File: src/rtl/keyboard_voices.sv
// keyboard_voices: turns MiSTer-style PS/2 key events into eight synthesizer
// voices. Each of eight fixed scan codes owns one voice. A press loads the
// voice pitch and sets full volume, and a release silences the voice while
// keeping its last pitch. All outputs are unsigned Q12.20 and registered.
//
// Event handshake: ps2_key carries no valid/ready pair. A new key event is
// signalled only by a change of ps2_key[10] relative to its value on the
// previous clock. The level of bit 10 carries no meaning. The producer holds
// ps2_key stable until it toggles again. There is no backpressure.
module keyboard_voices #(
    parameter int FRAC_BITS = 20
) (
    input  logic        clk,
    input  logic        reset,
    input  logic [10:0] ps2_key,
    output logic [31:0] frequencies   [7:0],
    output logic [31:0] voice_volumes [7:0]
);

    localparam logic [31:0] UNITY = 32'(1) << FRAC_BITS;

    logic [31:0] freq_q [7:0] = '{default: '0};
    logic [31:0] vol_q  [7:0] = '{default: '0};
    logic        prev_toggle  = 1'b0;

    logic        key_event;
    logic        key_pressed;
    logic        key_extended;
    logic [7:0]  scan_code;

    logic        key_hit;
    logic [2:0]  key_voice;
    logic [31:0] key_freq;

    assign key_event    = ps2_key[10] != prev_toggle;
    assign key_pressed  = ps2_key[9];
    assign key_extended = ps2_key[8];
    assign scan_code    = ps2_key[7:0];

    // Key ROM: scan code to voice index and pitch (Hz in Q12.20, truncated).
    always_comb begin
        key_hit   = 1'b1;
        key_voice = 3'd0;
        key_freq  = 32'd0;
        case (scan_code)
            8'h15: begin key_voice = 3'd0; key_freq = 32'd115343360; end
            8'h1D: begin key_voice = 3'd1; key_freq = 32'd129761280; end
            8'h24: begin key_voice = 3'd2; key_freq = 32'd153791146; end
            8'h2D: begin key_voice = 3'd3; key_freq = 32'd173015040; end
            8'h2C: begin key_voice = 3'd4; key_freq = 32'd192238933; end
            8'h35: begin key_voice = 3'd5; key_freq = 32'd216268800; end
            8'h4A: begin key_voice = 3'd6; key_freq = 32'd144179200; end
            8'h3C: begin key_voice = 3'd7; key_freq = 32'd230686720; end
            default: key_hit = 1'b0;
        endcase
    end

    // Voice state update. Reset re-arms prev_toggle from the live bus so that
    // the first clock after reset never reports a spurious event.
    always_ff @(posedge clk) begin
        prev_toggle <= ps2_key[10];
        if (reset) begin
            for (int i = 0; i < 8; i++) begin
                freq_q[i] <= '0;
                vol_q[i]  <= '0;
            end
        end else if (key_event && !key_extended && key_hit) begin
            if (key_pressed) begin
                freq_q[key_voice] <= key_freq;
                vol_q[key_voice]  <= UNITY;
            end else begin
                vol_q[key_voice]  <= '0;
            end
        end
    end

    assign frequencies   = freq_q;
    assign voice_volumes = vol_q;

endmodule

File: config.mk
export PLATFORM = sky130hd
export DESIGN_NAME = keyboard_voices
export DESIGN_NICKNAME = d
export VERILOG_FILES = /design/src/rtl/keyboard_voices.sv
export SDC_FILE = /design/constraint.sdc
export NUM_CORES = 1
export LEC_CHECK = 0
export CORE_AREA = 2 2 205 207
export CTS_CLUSTER_SIZE = 14
export DETAILED_ROUTE_END_ITERATION = 16
export DIE_AREA = 0 0 207 209
export GPL_TIMING_DRIVEN = 0
export SLEW_MARGIN = 20
export SYNTH_ARGS = -nofsm -noshare
export SYNTH_HDL_FRONTEND = slang
export SYNTH_SLANG_ARGS = --single-unit
File: constraint.sdc
create_clock -name clk -period 1.99 [get_ports clk]
set_clock_uncertainty 0.1 [all_clocks]
set_input_delay 0.398 -clock clk [delete_from_list [all_inputs] [get_ports clk]]
set_output_delay 0.398 -clock clk [all_outputs]
set_load 0.05 [all_outputs]
## After elaboration in Yosys (flattened, before gate mapping)

Index checks and enable logic that the tools add are counted.

| word-level totals | value |
|---|---|
| register bits after elaboration | 513 |
| bits in latches | 0 |
| bits in writable memories | 0 |
| memory bits (read-only) | 0 |
| input port bits | 13 |
| logic and storage cells | 46 |
| memories kept | 0 |

| operators by class | value |
|---|---|
| add/subtract/negate cells | 0 |
| multiply operators | 0 |
| div/mod/pow operators | 0 |
| $lt $le $gt $ge | 2 |
| equality and inequality tests | 9 |
| shift operators | 0 |
| multiplexer cells | 7 |
| bitwise logic cells | 5 |
| reductions and logical operators | 6 |

Operators by type and width:

| cell | number |
|---|---|
| 256-bit AND | 1 |
| 256-bit bitwise mux | 1 |
| 256-bit 2-to-1 mux | 1 |
| 256-bit inverter | 1 |
| 248-bit AND | 1 |
| 248-bit inverter | 1 |
| 28-bit one-hot mux with 8 select lines | 1 |
| 32-bit demux with 3-bit select | 1 |
| 8-bit by 6-bit == test with 1-bit output, second input constant | 5 |
| 32-bit 2-to-1 mux | 1 |
| 3-bit one-hot mux with 7 select lines | 1 |
| 8-bit by 5-bit == test with 1-bit output, second input constant | 2 |
| 8-bit by 7-bit == test with 1-bit output, second input constant | 1 |
| 8-bit OR | 1 |
| 8-bit OR reduction | 1 |
| 3-bit by 4-bit less-than comparator with 1-bit output, second input constant | 1 |
| 3-bit by 1-bit >= comparator with 1-bit output, second input constant | 1 |
| 1-bit logical AND | 3 |
| 2-bit AND reduction | 1 |
| 1-bit zero test | 1 |
| 1-bit 2-to-1 mux | 1 |
| 1-bit inequality test | 1 |

## Logic depth before layout (Yosys ltp)

Gate-level depths: netlist (run 1).

| logic depth | value |
|---|---|
| depth after elaboration | 9 |
| mapped depth | 7 |
| mapped depth without buffers | 4 |

## Worst setup path before layout (run 1)

OpenSTA, ideal clock, no wires.

| timing path | value |
|---|---|
| path kind | in2reg |
| from | in ps2_key[5] |
| to | reg freq_q (netlist bit frequencies[80]) |
| library setup time | 0.116 ns |
| arrival time | 1.962 ns |
| required time | 1.774 ns |
| path slack | -0.188 ns |
| stages on the path | 7 |
| buffers on the path | 3 |
| cells stage by stage | buf_4 or4b_1 buf_2 or4_1 buf_2 nor2b_4 and2_1 |

| on the way | value |
|---|---|
| cells in the longest elaborated chain, start to end | 7 |
| elaborated cells on any way between the ends | 20 |
| those cells by class | order compare (2); eq/ne (8); mux (6); reduce/logical (4) |

RTL lines:

| element | RTL line | source |
|---|---|---|
| from (decl) | 15 | `input logic [10:0] ps2_key,` |
| 8-bit by 6-bit == test with 1-bit output, or another cell as far along | 45 | `case (scan_code)` |
| 3-bit one-hot mux with 7 select lines | 45 |  |
| 3-bit by 4-bit less-than comparator with 1-bit output (implied by the code) or 3-bit by 1-bit >= comparator with 1-bit output (tied branches) | 69 | `freq_q[key_voice] <= key_freq;` |
| 1-bit logical AND (implied by the code) | 69 |  |
| 32-bit 2-to-1 mux (implied by the code) | 69 |  |
| 32-bit demux with 3-bit select | 69 |  |
| 256-bit bitwise mux | 69 |  |
| to (signal, indexed assignment) | 69 |  |
| to (decl) | 22 | `logic [31:0] freq_q [7:0] = '{default: '0};` |

Parallel ways exist; a longest one is shown, timed or not.
A chain may end at the register's enable or synchronous reset.

## Worst setup path in the final report (run 1)

| timing path | value |
|---|---|
| from | in ps2_key[10] |
| to | reg freq_q (netlist bit frequencies[49]) |

| on the way | value |
|---|---|
| cells in the longest elaborated chain, start to end | 4 |

RTL lines:

| element | RTL line | source |
|---|---|---|
| 1-bit inequality test | 35 | `assign key_event = ps2_key[10] != prev_toggle;` |
| 1-bit logical AND (2 in a row) | 67 | `end else if (key_event && !key_extended && key_hit) begin` |
| 2-bit AND reduction (no source line) | - |  |

Every way passes these cells.

==> impl.org, run 1 <==
** GRT
- The first global-routing pass estimated approximately 48,000 um of wire.
- After global routing the overflow that remains totals 0.
- GR Util All Layers :: 0.142
- Number of antenna violations at the first check in global routing :: 8
- Vias in the first global route :: around 7,900
- Entering global routing, the biggest net connects 15 pins.

** Synthesis
- Top cell type by total area after synthesis :: sky130_fd_sc_hd__dfxtp_1
- Among all flip-flop cells after synthesis, the most frequent one is sky130_fd_sc_hd__dfxtp_1.
- Multiplexer fraction of the synthesized cell area :: 0.00449
- Of the total synthesized cell area, the portion taken by XOR and XNOR cells is 0.000785.
- Post-synthesis sequential element count :: around 350
- After synthesis, the largest family of logic cells by area is simple AND/OR/NAND/NOR gates.
- The netlist uses 31 different library cells.
- Post-synthesis average cell area :: between 10 and 15 um^2
- Warnings, synthesis :: 0
- Ranked by instance count, the synthesized netlist is headed by sky130_fd_sc_hd__dfxtp_1, sky130_fd_sc_hd__and2_1, sky130_fd_sc_hd__buf_4.
- The post-synthesis compound-gate area fraction came to 0.0201.
- Count of mapped cells out of synthesis :: between 1,000 and 1,500
- The synthesized design contains 0 enable-type register cells.
- Top-count cell post-synth :: sky130_fd_sc_hd__dfxtp_1
- Of the total synthesized cell area, the portion taken by full adders, half adders and majority gates is 0.
- Of all flip-flops after synthesis, the portion carrying an async set or reset was 0.
- By area the synthesized netlist is led by sky130_fd_sc_hd__dfxtp_1, sky130_fd_sc_hd__and2_1, sky130_fd_sc_hd__buf_4.
- Post-synthesis sequential area ratio :: 0.634
- Of the total synthesized cell area, the portion taken by AND, OR, NAND and NOR gates is 0.205.
- Post-synth design cell area :: 11,200 um^2
- Of the post-synthesis cell area, the dominant cell type holds 0.634.

** Power
- Cell Pwr Density :: approximately 830 nW/um^2
- Clock power share :: 0.481
- Proportion of power drawn by flip-flops and latches :: 0.488
- Static Leak :: a little over 9 nW
- Internal power comes to roughly 11 mW.
- Logic gate share of total power :: 0.031
- In this run the power spent charging and discharging nets is between 3 and 4 mW.
- The design draws ~14 mW.
- IR analysis of the VDD net gives a maximum drop of approximately 0.71 mV.
- Switching power as a share of total power :: 0.216

** Worst setup path
- Startpoint of the worst-slack reg-to-reg timing path :: prev_toggle$_DFF_P_
- Register-to-register setup slack :: ~70 ps
- The worst setup path is captured at a register.
- CP max stage cell :: sky130_fd_sc_hd__or4_4
- Delay of the slowest critical-path stage :: 590 ps
- The number of cells on the worst reg-to-reg path is 5.
- Family with the most delay on the worst path :: buffers and inverters
- Traced cell by cell, the critical path runs through clkdlybuf4s50_1 -> xnor2_4 -> clkbuf_8 -> or4_4 -> clkbuf_8 -> and3b_1.
- Counting both buffers and inverters, the worst setup path holds a total of 3.
- In this run the critical register-to-register path is captured at frequencies[49]$_SDFFE_PP0P_.
- Endpoint required time on the critical path :: 2320 ps
- Most frequent cell on the critical path :: sky130_fd_sc_hd__clkbuf_8
- Data on the critical path arrives at its endpoint at roughly 2300 ps.
- Of all nets on the critical path, the largest fanout is 10.
- The critical path starts at ps2_key[10].
- The critical path in this run is classified as in -> reg.
- STA classifies the critical path startpoint as an input port.

** Clocking
- H-Tree Level Count :: 2
- Clock-pin slew was measured on the worst setup and hold paths at roughly 60 ps.
- Counting along the longest clock path gives a buffer depth of 3.
- Clock Latency Late Sink :: ~540 ps
- The root buffer cell chosen for the clock tree is sky130_fd_sc_hd__clkbuf_16.
- Number of buffers added by the clock tree synthesis step :: 38
- Clock tree synthesis found a total of 353 sinks.
- Clock tree from TritonCTS :: done
- In this run, post-CTS hold repair placed 0 buffers.

** STA
- Setup violations, final :: 0
- Adding up every negative setup slack in the final design gives 0 ps.
- Ratio of final minimum period to clock period :: 0.985
- Measured against its own limit, the worst slew margin works out to 0.492.
- Number of pins exceeding their max-slew limit in the final report :: 0
- The number of endpoints with negative hold slack in the final report was 0.
- The routed design could run at a clock period as short as 1960 ps.
- Actual slew at the worst max-slew pin :: 763 ps
- Static timing analysis puts the maximum clock frequency at 510 MHz.

** Worst hold path
- In this run the most critical hold path is launched from ps2_key[9].
- Counting instances, the worst hold path has a depth of 3.
- Hold crit path type :: in -> reg

** Placement
- Gpl congestion :: a little over 0.7
- DPL Wire Length :: around 24,000 um
- Total of buffers placed on input and output ports :: between 400 and 500

** Floorplanning
- The die is around 210 um tall.
- Placeable core region :: about 41,000 um^2
- The initialized floorplan defines 75 standard-cell rows.
- Initial Utilization :: 0.270
- IO Pins :: between 500 and 600
- Total die area :: 43,300 um^2
- The floorplan step set the die width to 207 um.

** Flow run
- The tool flagged a number of max-cap violations equal to 0.

** Final layout
- The area growth from synthesis to layout is 57.5%.
- Nets :: roughly 1,600
- Antenna diode count :: 0
- In the final layout, the share of cells above drive strength 1 is 0.292.

** Routing
- The final layout contains routed wiring with a total length of between 30,000 and 40,000 um.
- After detailed routing, the number of remaining DRC violations is 0.
- Length of the first detailed-routing pass in iterations :: 4
- After detailed routing, the number of vias per cell comes to between 3 and 4.
- Antenna Nets Post-Route :: 0
- In this run, the number of DRC markers left after iteration 0 of detailed routing was 220.
- Average wire per standard cell :: around 15 um
- Total via count in the routed design :: 8,056

** Outcome
- The flow ran to the end, and the final reports show no timing, DRC or antenna violations.
[power by group through the flow]
stage	Clock (mW)	Combinational [mW]	Sequential, mW
after global placement	0	0.396	7.23
after detailed placement	0	0.401	7.23
after global routing	7.49	0.483	7.06
after floorplan	0	0.298	7.23
final	6.97	0.446	7.07
after CTS	7.23	0.442	7.07
[sequential cells by signal, summed over array words and instances (netlist names), named ones only]
signal         cells
prev_toggle        1
frequencies       96
voice_volumes    248
[layout make-up]
class,instances,area (um^2)
Clock inverter,12,121
Fill cell,4147,23700
Timing Repair Buffer,499,4000
Buffer,200,1490
Tap cell,539,674
Clock buffer,56,1120
Multi-Input combinational cell,446,2910
Sequential cell,353,7090
Inverter,38,143
[timing repair]
item | CTS | global route
setup buffers | 8 | 2
setup endpoints to repair | 818 | 320
pin swaps | 8 | 2
resized for setup | 1085 | 83
[cell usage in the layout, fill, tap and decap left out, types with 7 or more instances in the layout]
cell and n:
sky130_fd_sc_hd__buf_4 180, sky130_fd_sc_hd__dfxtp_1 337, sky130_fd_sc_hd__clkbuf_1 12, sky130_fd_sc_hd__clkdlybuf4s15_1 24, sky130_fd_sc_hd__nor2_2 7, sky130_fd_sc_hd__inv_1 38, sky130_fd_sc_hd__nor2_1 24, sky130_fd_sc_hd__dlygate4sd2_1 311
sky130_fd_sc_hd__nor4_4 7, sky130_fd_sc_hd__and2_1 295, sky130_fd_sc_hd__clkbuf_8 14, sky130_fd_sc_hd__clkbuf_2 27, sky130_fd_sc_hd__buf_2 111, sky130_fd_sc_hd__dfxtp_2 15, sky130_fd_sc_hd__a21oi_1 40, sky130_fd_sc_hd__conb_1 32
sky130_fd_sc_hd__clkbuf_16 39, sky130_fd_sc_hd__clkdlybuf4s15_2 19
[stage by stage]
stage	cells	hold slack, ps	instance area (um^2)	setup slack [ps]	util
after floorplan	1038	326	11300	-111	-
after global placement	2066	333	16900	-1300	0.409
after detailed placement	2066	336	16900	-1340	0.409
after CTS	2141	38.3	17600	0.0249	0.426
after global routing	2143	71.1	17600	-13.9	0.425
final	2143	69.1	17600	30.2	0.425
[cell families after synthesis]
| group | count (synthesis) |
|---|---|
| xor gates and xnor gates | 1 |
| other | 1 |
| buffers and inverters | 239 |
| muxes | 5 |
| DFF | 353 |
| AOI/OAI and AO/OA | 43 |
| and+or+nand+nor | 365 |
[worst max-delay path by stage]
stage                                 endpoint  slack (ps)  cells past startpoint
2_1_floorplan     frequencies[80]$_SDFFE_PP0P_        -110                      7
3_3_place_gp   voice_volumes[112]$_SDFFE_PP0P_       -1300                      7
3_5_place_dp   voice_volumes[112]$_SDFFE_PP0P_       -1340                      7
4_1_cts                       frequencies[241]        0.02                      2
5_1_grt         voice_volumes[33]$_SDFFE_PP0P_         -10                      8
6_report          frequencies[49]$_SDFFE_PP0P_          30                      6
[per-layer routing]
metal / global-route usage / vias to the layer above / routed length (um)
met5: 0 / - / 37
met4: 0.0567 / 6 / 956
met3: 0.0627 / 68 / 3060
met2: 0.237 / 339 / 15200
met1: 0.159 / 3591 / 12700
li1: - / 4052 / -
[worst reg2reg max path, stage by stage, from the launching register on]
cell                       delay [ps]
sky130_fd_sc_hd__dfxtp_1          420
sky130_fd_sc_hd__xnor2_4          140
sky130_fd_sc_hd__clkbuf_8         220
sky130_fd_sc_hd__or4_4            590
sky130_fd_sc_hd__clkbuf_8         190
sky130_fd_sc_hd__and3b_1          160
Power figures use the tool's default switching activity.
==> run 2, diff against run 1 <==
CELL_PAD_IN_SITES_DETAIL_PLACEMENT = 1   (was not set)
CELL_PAD_IN_SITES_GLOBAL_PLACEMENT = 2   (was not set)
CORE_AREA = not set   (was 2 2 205 207)
CORE_UTILIZATION = 22   (was not set)
DIE_AREA = not set   (was 0 0 207 209)
PLACE_DENSITY_LB_ADDON = 0.1   (was not set)
==> run 2 against run 1 <==
Against the previous run:
- routed wire length up 15%
- combinational power increased by 2%
- non-clock buffer count stayed put
- clock power up 8.8%
- sequential share of layout area decreased by 0.65 points
- cell area rose by 1.7%
- critical path type is now reg -> out
- fmax increased by 1.1%
- worst hold slack better by 2.6 ps
- critical path depth decreased by 5
- register-to-register slack improved by 50 ps
==> impl.org, run 2 (synthesized netlist as in run 1, its figures left out) <==
** Worst setup path
- The maximum net fanout on the critical path is 2 (was 10).
- The required time of the critical path came to 1490 ps (was 2320 ps).
- The arrival time at the worst endpoint came to 1440 ps (was 2290 ps).
- Kind of capture point of the worst setup path :: output port (was register)
- The largest stage delay on the critical path is 570 ps (was 590 ps).
- Kind of critical path :: reg -> out (was in -> reg)
- CP max stage cell :: sky130_fd_sc_hd__dlygate4sd2_1 (was sky130_fd_sc_hd__or4_4)
- CP startpoint :: voice_volumes[243]$_SDFFE_PP0P_ (was ps2_key[10])
- Cells along the critical path :: dlygate4sd2_1 (was clkdlybuf4s50_1 -> xnor2_4 -> clkbuf_8 -> or4_4 -> clkbuf_8 -> and3b_1)
- WP buf/inv :: 1 (was 3)
- Family with the most delay on the worst path :: buffers and inverters (unchanged)
- The element type at the critical path start is a register (was input port).
- The source of the worst register-to-register timing path was prev_toggle$_DFF_P_ (unchanged).

** Routing
- DRC marker count from the first detailed-route iteration :: 209 (was 220)
- Count of unresolved DRC violations after routing :: 0 (unchanged)
- The via count was 8,288 (was 8,056).
- The number of vias per cell is 3.63 (was 3.76).
- Length of the first detailed-routing pass in iterations :: 4 (unchanged)
- Antenna Nets Post-Route :: 0 (unchanged)
- The total wire length is 36,800 um (was 31,900 um).
- The final routed wire length divided by cell count is 16.1 um (was 14.9 um).

** GRT
- Grt ovf :: 0 (unchanged)
- The global-route usage over all layers came to 0.138 (was 0.142).
- Number of antenna violations at the first check in global routing :: 6 (was 8)
- The via count of the first global-routing pass is 8,316 (was 7,897).
- Largest net degree at the start of global routing :: 14 (was 15)
- Wire length of the first global-routing pass :: 53,500 um (was 48,100 um)

** Clocking
- CTS hold repair buffers :: 0 (unchanged)
- Clock-pin transition on the worst setup and hold timing paths :: 70 ps (was 60 ps)
- The worst-skew pair later-pin latency was 540 ps (about the same).
- The root buffer selected by CTS was sky130_fd_sc_hd__clkbuf_16 (unchanged).
- The CTS sink count was 353 (unchanged).
- Clock tree from TritonCTS :: done (unchanged)
- Number of buffers added by the clock tree synthesis step :: 41 (was 38)
- H-Tree Level Count :: 2 (unchanged)
- Number of buffers between clock root and the deepest sink :: 3 (unchanged)

** Final layout
- The most frequent standard cell in the layout excluding fill and tap cells was sky130_fd_sc_hd__dfxtp_1 (unchanged).
- Most used cells in the layout excluding fill and tap cells :: sky130_fd_sc_hd__dfxtp_1, sky130_fd_sc_hd__and2_1, sky130_fd_sc_hd__dlygate4sd2_1 (was sky130_fd_sc_hd__dfxtp_1, sky130_fd_sc_hd__dlygate4sd2_1, sky130_fd_sc_hd__and2_1)
- The layout-stage area growth over the synthesis result was 60.1% (was 57.5%).
- The flip-flop count of the largest register, all copies and words added came to 248 (unchanged).
- The area used by sequential logic in the layout is 7090 um^2 (about the same).
- The area of the multi-input gates is 2920 um^2 (was 2910 um^2).
- The ratio of cells with drive above 1 in the final layout is 0.321 (was 0.292).
- The fill cell total of the finished layout was 5,754 (was 4,147).
- Nets :: 1,592 (was 1,589)
- Finished Cell Area :: 17,900 um^2 (was 17,600 um^2)

** Placement
- The total half-perimeter wirelength after legalization and detailed placement came to 27,800 um (was 23,900 um).
- Gpl congestion :: 0.715 (was 0.716)
- The worst slack at placement came to -1200 ps (was -1340 ps).
- The total of buffers placed on input and output ports is 489 (unchanged).
- Placed instance area :: 17,100 um^2 (was 16,900 um^2)

** Outcome
- Result of the run :: completed (unchanged)

** Floorplanning
- Number of rows in the core area :: 82 (was 75)
- The chip height came to 227 um (was 209 um).
- Initial Utilization :: 0.223 (was 0.270)
- Placeable core region :: 50,100 um^2 (was 41,300 um^2)
- Total die area :: 51,600 um^2 (was 43,300 um^2)
- The top-level port count is 525 (unchanged).
- The floorplan die width came to 227 um (was 207 um).

** Worst hold path
- Startpoint of the worst hold path :: ps2_key[9] (unchanged)
- Hold crit path type :: in -> reg (unchanged)

** STA
- The number of endpoints with negative hold slack in the final report came to 0 (unchanged).
- The setup slack after layout is 51.6 ps (was 30.2 ps).
- The time the worst path needs with I/O delays and setup was 1940 ps (was 1960 ps).
- Max transition margin :: 0.581 (was 0.492)
- The total count of max-transition violations in the final report was 0 (unchanged).
- The final period utilization was 0.974 (was 0.985).
- The timing-limited maximum frequency was 516 MHz (was 510 MHz).
- The transition at the pin with the smallest max-transition slack is 628 ps (was 763 ps).
- Setup repair after global routing left no endpoint under its margin.
- The number of setup violations in the final report was 0 (unchanged).

** Power
- The power per standard cell area was 846 nW/um^2 (was 825 nW/um^2).
- Static Leak :: 9.04 nW (was 9.34 nW)
- The worst ir drop on vdd was 0.452 mV (was 0.706 mV).

** Flow run
- Max Cap Viol :: 0 (unchanged)
==> run 2: changes by cell type in the layout (fill, tap and decap cells not counted), sizes merged <==
| cell | before | now |
|---|---|---|
| inv | 39 | 38 |
| clkinv | 6 | 12 |
| clkdlybuf4s15 | 43 | 124 |
| diode | 0 | 1 |
| clkbuf | 96 | 115 |
| buf | 298 | 307 |
| clkinvlp | 3 | 1 |
| clkdlybuf4s18 | 6 | 0 |
| dlygate4sd2 | 311 | 209 |
| bufinv | 2 | 3 |
==> run 2: what timing repair did <==
| item | in CTS | in global routing |
|---|---|---|
| buffers inserted | 8 | 0 |
| endpoints found under the setup margin | 798 | 210 |
| pin swaps | 5 | 0 |
| gates resized for setup | 1228 | 106 |
| gates cloned | 1 | 0 |
==> run 2: power by group <==
group          switching [mW]  total, mW  internal [mW]
clock                    2.98       7.58           4.59
combinational           0.323      0.456          0.133
sequential            0.00194       7.07           7.07
==> run 2: cell type report <==
type,count,area share
Sequential cell,353,0.397
Timing Repair Buffer,498,0.223
Multi-Input combinational cell,446,0.163
Buffer,201,0.0849
Clock buffer,57,0.0671
Tap cell,672,0.0471
Clock inverter,16,0.00967
Inverter,38,0.00799
Antenna cell,1,0.000140
==> run 2: path summary, 6_finish.rpt <==
check                                      end  slack [ps]  depth (start not counted)
setup / recovery            voice_volumes[243]          50                          1
hold / removal                        register          70                          3
setup reg to reg  frequencies[48]$_SDFFE_PP0P_         120                          5
hold reg to reg   frequencies[91]$_SDFFE_PP0P_         340                          2
==> run 2: metal layers <==
| metal | up-vias | wire length, um | GRT usage |
|---|---|---|---|
| li1 | 4059 | - | - |
| met1 | 3861 | 14400 | 0.156 |
| met2 | 297 | 17400 | 0.228 |
| met3 | 67 | 4130 | 0.0641 |
| met4 | 4 | 920 | 0.0494 |
| met5 | - | 29 | 0 |
==> run 2: worst min-delay path: cells and delay by family <==
| kind | cells | cell delay [ps] |
|---|---|---|
| mux | 1 | 80 |
| simple gates | 1 | 70 |
| buf+inv | 1 | 130 |
==> run 2: through the flow <==
| stage | hold slack [ps] | utilization | power [mW] | setup TNS [ps] | instances |
|---|---|---|---|---|---|
| after floorplan | 326 | - | 7.53 | -4860 | 1038 |
| after global placement | 333 | 0.341 | 7.63 | -330000 | 2199 |
| after detailed placement | 339 | 0.341 | 7.63 | -331270 | 2199 |
| after CTS | 38.5 | 0.360 | 15.4 | -16.8 | 2281 |
| after global routing | 69.4 | 0.357 | 15.7 | 0 | 2281 |
| final | 71.7 | 0.357 | 15.1 | 0 | 2282 |
==> run 3, diff against run 2 <==
CTS_CLUSTER_DIAMETER = 30   (was not set)
==> run 3 against run 2 <==
Against the previous run:
- sequential share of layout area is 4.7 points lower
- count of clock-buffer cells in the layout rose by 70
- critical path type unchanged
- sequential power barely moved
- routed wire length rose by 3.3%
- clock power up 110%
- combinational power down 3%
- critical path depth unchanged
- global-route usage up 0.39 points
- final cell count rose by 4.6%
==> impl.org, run 3 (synthesized netlist as in run 1, its figures left out) <==
** STA
- Number of hold violations in the final report :: 0 (unchanged)
- Number of pins exceeding their max-slew limit in the final report :: 0 (unchanged)
- The time the worst path needs with I/O delays and setup came to 1940 ps (about the same).
- The transition at the pin with the smallest max-transition slack came to 611 ps (was 628 ps).
- Peak Freq :: 516 MHz (about the same)
- The worst max-slew margin expressed relative to the limit is 0.592 (was 0.581).
- The final period utilization came to 0.973 (was 0.974).
- The number of setup violations in the final report came to 0 (unchanged).

** Placement
- The cell area reported after detailed placement was 17,100 um^2 (unchanged).
- The total half-perimeter wirelength after legalization and detailed placement was 27,800 um (unchanged).
- Total of buffers placed on input and output ports :: 489 (unchanged)
- Gpl congestion :: 0.715 (unchanged)

** Floorplanning
- Placeable core region :: 50,100 um^2 (unchanged)
- Number of rows in the core area :: 82 (unchanged)
- DIE WIDTH :: 227 um (unchanged)
- The top-level port count is 525 (unchanged).
- Initial Utilization :: 0.223 (unchanged)
- Total die area :: 51,600 um^2 (unchanged)
- Die Height :: 227 um (unchanged)

** Clocking
- Clock root buffer :: sky130_fd_sc_hd__clkbuf_16 (unchanged)
- The number of CTS-inserted buffers is 95 (was 41).
- The worst-skew pair later-pin latency is 600 ps (was 540 ps).
- Clock-pin transition on the worst setup and hold timing paths :: 50 ps (was 70 ps)
- H-Tree Level Count :: 3 (was 2)
- Clock sink count :: 353 (unchanged)
- The TritonCTS clock tree is done (unchanged).
- The maximum clock insertion buffer count is 3 (unchanged).

** Worst hold path
- Hold crit path type :: in -> reg (unchanged)

** GRT
- Largest net degree at the start of global routing :: 15 (was 14)
- Grt ovf :: 0 (unchanged)
- The via count of the first global-routing pass was 8,808 (was 8,316).
- Number of antenna violations at the first check in global routing :: 7 (was 6)
- GR Util All Layers :: 0.142 (was 0.138)
- Wire length of the first global-routing pass :: 54,800 um (was 53,500 um)

** Routing
- Antenna Nets Post-Route :: 0 (unchanged)
- Total Wirelength :: 38,100 um (was 36,800 um)
- The violation count after the first detailed-routing iteration was 200 (was 209).
- The first-pass iteration count of the detailed router came to 4 (unchanged).
- The via count came to 8,679 (was 8,288).
- The number of vias per cell was 3.64 (was 3.63).
- Count of unresolved DRC violations after routing :: 0 (unchanged)
- The final routed wire length divided by cell count came to 15.9 um (was 16.1 um).

** Power
- The power per standard cell area is 1150 nW/um^2 (was 846 nW/um^2).
- Static Leak :: 9.05 nW (was 9.04 nW)
- Peak VDD IR :: 0.656 mV (was 0.452 mV)

** Final layout
- Finished Cell Area :: 20,200 um^2 (was 17,900 um^2)
- Nets :: 1,645 (was 1,592)
- Most frequent standard cell in the layout excluding fill and tap cells :: sky130_fd_sc_hd__dfxtp_1 (unchanged)
- The final core utilization came to 0.404 (was 0.357).
- The fill cell total of the finished layout is 5,593 (was 5,754).
- The ratio of cells with drive above 1 in the final layout was 0.501 (was 0.321).
- Most used cells in the layout excluding fill and tap cells :: sky130_fd_sc_hd__dfxtp_1, sky130_fd_sc_hd__and2_1, sky130_fd_sc_hd__clkdlybuf4s15_2 (was sky130_fd_sc_hd__dfxtp_1, sky130_fd_sc_hd__and2_1, sky130_fd_sc_hd__dlygate4sd2_1)
- Layout overhead on the synthesized area :: 81.4% (was 60.1%)
- Max reg flops :: 248 (unchanged)

** Worst setup path
- Highest fanout seen on the critical path :: 2 (unchanged)
- Delay of the slowest critical-path stage :: 510 ps (was 570 ps)
- The kind of critical path was reg -> out (unchanged).
- Cells along the critical path :: clkdlybuf4s15_1 (was dlygate4sd2_1)
- CP max stage cell :: sky130_fd_sc_hd__clkdlybuf4s15_1 (was sky130_fd_sc_hd__dlygate4sd2_1)
- Arrival time reported for the critical path endpoint :: 1440 ps (about the same)
- The element type at the critical path start was a register (unchanged).
- Endpoint required time on the critical path :: 1490 ps (about the same)
- Family with the most delay on the worst path :: buffers and inverters (unchanged)
- The sum of buffers and inverters on the critical path came to 1 (unchanged).
- Kind of capture point of the worst setup path :: output port (unchanged)

** Outcome
- Result of the run: completed (unchanged).

** Flow run
- The number of maximum-capacitance constraint violations is 0 (unchanged).
run 3: metal layers:
metal | GRT usage | vias up | wire, um
li1 | - | 4218 | -
met5 | 0 | - | 29
met1 | 0.154 | 4044 | 14900
met2 | 0.229 | 349 | 17900
met3 | 0.0763 | 64 | 4410
met4 | 0.0641 | 4 | 893
run 3: path summary, 6_finish.rpt:
check	depth (start not counted)	end	slack (ps)	start
worst max-delay path	1	voice_volumes[179]	50	voice_volumes[179]$_SDFFE_PP0P_
worst min-delay path	4	frequencies[182]$_SDFFE_PP0P_	140	ps2_key[9]
worst max register to register	5	frequencies[49]$_SDFFE_PP0P_	80	prev_toggle$_DFF_P_
worst min register to register	2	frequencies[91]$_SDFFE_PP0P_	340	frequencies[91]$_SDFFE_PP0P_
run 3: worst register-to-register path: cells and delay by family (launching register included):
| family | cells | cell delay (ps) |
|---|---|---|
| AND/OR/NAND/NOR | 2 | 750 |
| flip-flops | 1 | 340 |
| buffers and inverters | 2 | 420 |
| XOR/XNOR | 1 | 190 |
run 3: final cells by class:
type,instances,area (um^2),area share
diodes,1,2.50,0.000124
plain buffers,201,1460,0.0721
clock buffers,127,2660,0.131
clock inverters,52,701,0.0346
inverters,38,143,0.00705
multi-input cells,446,2900,0.143
flip-flops and latches,353,7090,0.351
well taps,672,841,0.0416
repair buffers,497,4430,0.219
run 3: where the power goes:
group / switching [mW] / total [mW] / internal, mW
sequential: 0.00194 / 7.10 / 7.10
clock: 4.64 / 15.7 / 11.0
combinational: 0.321 / 0.443 / 0.122
run 3: stage by stage:
stage / setup TNS, ps / std cells / hold slack [ps] / power (mW) / setup WS, ps
detailed placement: -331270 / 2199 / 339 / 7.63 / -1200
global route: -85.7 / 2386 / 135 / 24.1 / -15.6
finish: 0 / 2387 / 145 / 23.2 / 53.6
CTS: -173 / 2383 / 116 / 23.6 / -21.1
global placement: -330000 / 2199 / 333 / 7.63 / -1230
floorplan: -4860 / 1038 / 326 / 7.53 / -111
run 3: timing repair:
| item | in CTS | in global routing |
|---|---|---|
| gates cloned | 0 | 0 |
| endpoints found under the hold margin | 6 | 0 |
| hold buffers | 2 | 0 |
| pin swaps | 2 | 5 |
| setup buffers | 3 | 3 |
| gates resized for setup | 1717 | 142 |
| endpoints found under the setup margin | 790 | 410 |
